$ cat src/rtl/imem_loader.sv
// Byte-stream program loader for the 16-bit instruction memory; holds the CPU in reset until a program is written.
// Optional feature: define IMEM_LOADER_CHECKSUM_EN to require a trailing XOR checksum byte.
module imem_loader #(
  parameter int ADDR_W    = 8,
  parameter int MAX_WORDS = 256
) (
  input  logic              clk,
  input  logic              rst,
  input  logic              load,
  input  logic              in_valid,
  input  logic [7:0]        in_data,
  output logic              in_ready,
  output logic              imem_we,
  output logic [ADDR_W-1:0] imem_addr,
  output logic [15:0]       imem_wdata,
  output logic              cpu_rst,
  output logic              done,
  output logic              err,
  output logic [ADDR_W:0]   word_count
);

`ifdef IMEM_LOADER_CHECKSUM_EN
  typedef enum logic [3:0] {IDLE, LEN_HI, LEN_LO, INS_HI, INS_LO, WR, FIN, CHK, DONE, ERR} state_t;
`else
  typedef enum logic [3:0] {IDLE, LEN_HI, LEN_LO, INS_HI, INS_LO, WR, FIN, DONE, ERR} state_t;
`endif

  state_t      state;
  logic [15:0] len;
  logic [7:0]  hi_byte;
  logic        accept;
  logic [15:0] full_len;
  logic [15:0] next_count;

  always_comb begin
    in_ready = 1'b0;
    case (state)
      LEN_HI, LEN_LO, INS_HI, INS_LO: in_ready = 1'b1;
`ifdef IMEM_LOADER_CHECKSUM_EN
      CHK: in_ready = 1'b1;
`endif
      default: in_ready = 1'b0;
    endcase
  end

  assign accept     = in_valid && in_ready;
  assign full_len   = {len[15:8], in_data};
  assign next_count = 16'(word_count) + 16'd1;

`ifdef IMEM_LOADER_CHECKSUM_EN
  logic [7:0] csum;

  // Running XOR over both length bytes and every instruction byte, restarted whenever a load begins.
  always_ff @(posedge clk or posedge rst) begin
    if (rst) begin
      csum <= '0;
    end else if (state == IDLE || ((state == DONE || state == ERR) && load)) begin
      csum <= '0;
    end else if (accept && state != CHK) begin
      csum <= csum ^ in_data;
    end
  end
`endif

  always_ff @(posedge clk or posedge rst) begin
    if (rst) begin
      state      <= IDLE;
      cpu_rst    <= 1'b1;
      imem_we    <= 1'b0;
      imem_addr  <= '0;
      imem_wdata <= '0;
      done       <= 1'b0;
      err        <= 1'b0;
      word_count <= '0;
      len        <= '0;
      hi_byte    <= '0;
    end else begin
      case (state)
        IDLE: state <= LEN_HI;
        LEN_HI: begin
          if (accept) begin
            len[15:8] <= in_data;
            state     <= LEN_LO;
          end
        end
        LEN_LO: begin
          if (accept) begin
            len[7:0] <= in_data;
            if (full_len == 16'd0) begin
              state <= FIN;
            end else if (full_len > 16'(MAX_WORDS)) begin
              state <= ERR;
              err   <= 1'b1;
            end else begin
              state <= INS_HI;
            end
          end
        end
        INS_HI: begin
          if (accept) begin
            hi_byte <= in_data;
            state   <= INS_LO;
          end
        end
        INS_LO: begin
          if (accept) begin
            imem_wdata <= {hi_byte, in_data};
            imem_addr  <= word_count[ADDR_W-1:0];
            imem_we    <= 1'b1;
            state      <= WR;
          end
        end
        WR: begin
          imem_we    <= 1'b0;
          word_count <= next_count[ADDR_W:0];
          state      <= (next_count == len) ? FIN : INS_HI;
        end
        FIN: begin
`ifdef IMEM_LOADER_CHECKSUM_EN
          state <= CHK;
`else
          state   <= DONE;
          cpu_rst <= 1'b0;
          done    <= 1'b1;
`endif
        end
`ifdef IMEM_LOADER_CHECKSUM_EN
        CHK: begin
          if (accept) begin
            if (in_data == csum) begin
              state   <= DONE;
              cpu_rst <= 1'b0;
              done    <= 1'b1;
            end else begin
              state <= ERR;
              err   <= 1'b1;
            end
          end
        end
`endif
        // Only a load pulse leaves the terminal states; the CPU goes back into reset on that edge.
        DONE, ERR: begin
          if (load) begin
            done       <= 1'b0;
            err        <= 1'b0;
            word_count <= '0;
            cpu_rst    <= 1'b1;
            state      <= LEN_HI;
          end
        end
        default: state <= IDLE;
      endcase
    end
  end

endmodule

$ cat config.mk
export PLATFORM = sky130hd
export DESIGN_NAME = imem_loader
export DESIGN_NICKNAME = d
export VERILOG_FILES = /design/src/rtl/imem_loader.sv
export SDC_FILE = /design/constraint.sdc
export NUM_CORES = 1
export LEC_CHECK = 0
export ABC_AREA = 1
export CORE_MARGIN = 1.5
export CORE_UTILIZATION = 25
export DETAILED_ROUTE_END_ITERATION = 12
export HOLD_SLACK_MARGIN = 0.08
export SYNTH_ARGS = -nofsm -noshare
export SYNTH_HDL_FRONTEND = slang
export SYNTH_SLANG_ARGS = --single-unit
export TNS_END_PERCENT = 5
$ cat constraint.sdc
create_clock -name clk -period 1.8 [get_ports clk]
set_input_delay 0.36 -clock clk [delete_from_list [all_inputs] [get_ports clk]]
set_output_delay 0.36 -clock clk [all_outputs]
set_load 0.005 [all_outputs]
==> metrics.txt <==
Via density 4.387; Setup WS post-layout ~62 ps; fill cell count approximately 1200; htree depth 3; met3 routed wirelength between 300 and 400 µm; P_sw around 2.5 mW; Final setup viols 0; Synth Cell Area 3022 µm²; CTS tree done; Post-Syn Instances 362; Max Clock Freq 575.4 MHz; Critical path origin word_count[2]$_DFFE_PP0P_; Post-CTS Setup Inserts 0; fin area between 4000 and 5000 µm²; area growth from synthesis to layout 37.47%; cell accounting for the most synthesized area dfrtp_1; CP cell instances clkdlybuf4s50_1; Startpoint Class flip-flop; WP buf/inv 1; placed inst area between 3000 and 4000 µm²; Net Count, Synth roughly 380; Register Area about 1600 µm²; Initial Util about a quarter; WL final roughly 7600 µm; post-CTS resize count 1; post-route minimum period 1738 ps; sequential area share after synthesis a little over half; met2 wire length ~3600 µm; FF+latch count, synth 65; clock power share ~25%; clock root cell clkbuf_16; DRC errors left 0; ANT cells 0; die area 12760 µm²; Worst-path clk slew ~60 ps; main area contributors after synthesis dfrtp_1 (53%), nand2_1 (14%), o21ai_0 (7.8%); FF-to-FF setup slack about 100 ps; Top delay family on crit path buffers and inverters; min-delay worst type in -> async; RSZ-0062 raised after global routing true; slowest CP cell clkdlybuf4s50_1; cells on worst reg2reg path 14; IO Port Bufs 49; Hold-fix buffers, CTS 0; Cell Count Post-Placement roughly 570; Peak supply drop about 0.57 mV; pre-CTS setup slack -0.7259 ps; Final Power 7.228 mW; worst slew pin tran about 440 ps; Routed Antenna Nets 0; R2R Path Start word_count[1]$_DFFE_PP0P_; die span in x around 110 µm; largest net degree at the start of global routing 34; core area around 12000 µm²; PwrDens about 1700 nW/µm²; Final nets approximately 450; Crit path largest cell delay approximately 560 ps; Setup TNS 0 ps; Die H about 110 µm; area of the multi-input gates ~1200 µm²; wire length on met1 roughly 3700 µm; RePlAce Congestion slightly below 0.9; clock latency on the worst-skew pair 330 ps; routed via count roughly 2500; critical path endpoint word_count[2]; gr ovfl total 0; Pleak 1.996 nW; most frequent cells in the layout nand2_1 (114), dfrtp_1 (64), clkdlybuf4s50_1 (48), o21ai_0 (47), inv_1 (38); DRT Pass-1 Iters 4; GRT Overall Usage between 10% and 20%; path type of the worst setup path reg -> out; MaxCap Viol Count 0; initial antenna violation count 0; TritonCTS Buffers 9; CP Max Fanout 8; Critical Path AT between 1000 and 1500 ps; first-pass GRT wire length 12710 µm; layout cells sized above 1 16.44%; row count 39; top sig layer met4; share of the synthesized area in the top cell type between 50% and 60%; FF-to-FF End state[0]$_DFFE_PP0P_; HPWL Detailed ~5600 µm; Crit path required time approximately 1400 ps; headroom to the max-slew limit between 70% and 80%; vias in the first global route ~2700; Pint approximately 4.7 mW; Mean Syn Cell Area ~8.3 µm²; I/O Pins 50; Synth cell types 29; path length in cells of the critical path 1; Max clock buf depth 2; fin cells around 580; Comb power frac a little under two fifths; share of power burned in registers between 30% and 40%; Num Clock Sinks 65; outcome finished clean; Ys Warns 0; period utilization a little over nine tenths; clk_skew a little under 7 ps; final hold vios 0; CP endpoint kind output port; commonest non-fill, non-tap cell in the layout nand2_1; 1st-iter DRT viols approximately 120; Final Max Tran Viols 0; Sw Share 35.22%; WL per Instance ~13 µm
## logic make-up (layout without fill, tap and decap cells)
logic type | Yosys count | in the layout | share of synthesized area (%)
flops | 65 | 65 | 53.87
fa+ha+maj | 1 | 1 | 0.4140
mux | 8 | 8 | 2.981
simple gates | 168 | 168 | 23.98
buf+inv | 56 | 132 | 7.164
xor+xnor | 2 | 2 | 0.5798
compound gates | 62 | 62 | 11.01
## layout make-up
type	instances	share of cell area, %
Clock buffer	10	5.753
Clock inverter	6	1.747
Inverter	47	4.337
Multi-Input combinational cell	241	28.46
Sequential cell	65	39.19
Tap cell	143	4.307
Timing Repair Buffer	69	16.20
## synthesized netlist by cell type, drive strengths merged
| cell type | n |
|---|---|
| inv | 47 |
| o22ai | 9 |
| ha | 1 |
| o21bai | 2 |
| nor3 | 1 |
| nand3b | 3 |
| nand4 | 3 |
| clkbuf | 6 |
| a21oi | 2 |
| xnor2 | 2 |
| nor2 | 27 |
| nand3 | 13 |
| o21ai | 48 |
| o21a | 1 |
| or2 | 2 |
| buf | 3 |
| mux2 | 8 |
| dfrtp | 64 |
| dfstp | 1 |
| nand2 | 119 |
## routing by layer
metal | GRT usage, % | vias to the layer above
li1 | - | 1294
met1 | 16.17 | 1199
met2 | 21.06 | 54
met3 | 3.589 | 2
met4 | 3.750 | 0
met5 | 0 | -
## worst min-delay path by stage
stage / depth (start not counted) / startpoint / slack, ps / end
after floorplan: 2 / len[10]$_DFFE_PP0P_ / 450 / len[10]$_DFFE_PP0P_
after global placement: 2 / len[11]$_DFFE_PP0P_ / 460 / len[11]$_DFFE_PP0P_
after detailed placement: 2 / len[11]$_DFFE_PP0P_ / 470 / len[11]$_DFFE_PP0P_
after CTS: 2 / rst / 360 / len[11]$_DFFE_PP0P_
after global routing: 2 / rst / 380 / len[11]$_DFFE_PP0P_
final: 2 / rst / 370 / len[11]$_DFFE_PP0P_
## power by group through the flow
stage,registers (mW),clock network (mW),logic [mW]
2_1_floorplan,2.57,0,1.49
3_3_place_gp,2.63,0,2.75
3_5_place_dp,2.64,0,2.81
4_1_cts,2.63,1.87,2.81
5_1_grt,2.72,1.94,3.13
6_report,2.62,1.83,2.78
## registers in the layout, indices dropped and copies added (netlist names)
signal / flops
cpu_rst: 1
imem_addr: 8
hi_byte: 8
err: 1
len: 16
state: 4
imem_we: 1
imem_wdata: 16
done: 1
word_count: 9
## metrics by stage
stage | utilization, % | hold WS (ps)
2_1_floorplan | - | 445.5
4_1_cts | 35.76 | 363.1
3_5_place_dp | 33.09 | 465.5
3_3_place_gp | 33.09 | 460.0
5_1_grt | 35.77 | 375.4
6_report | 35.77 | 367.5
Power figures use the tool's default switching activity.
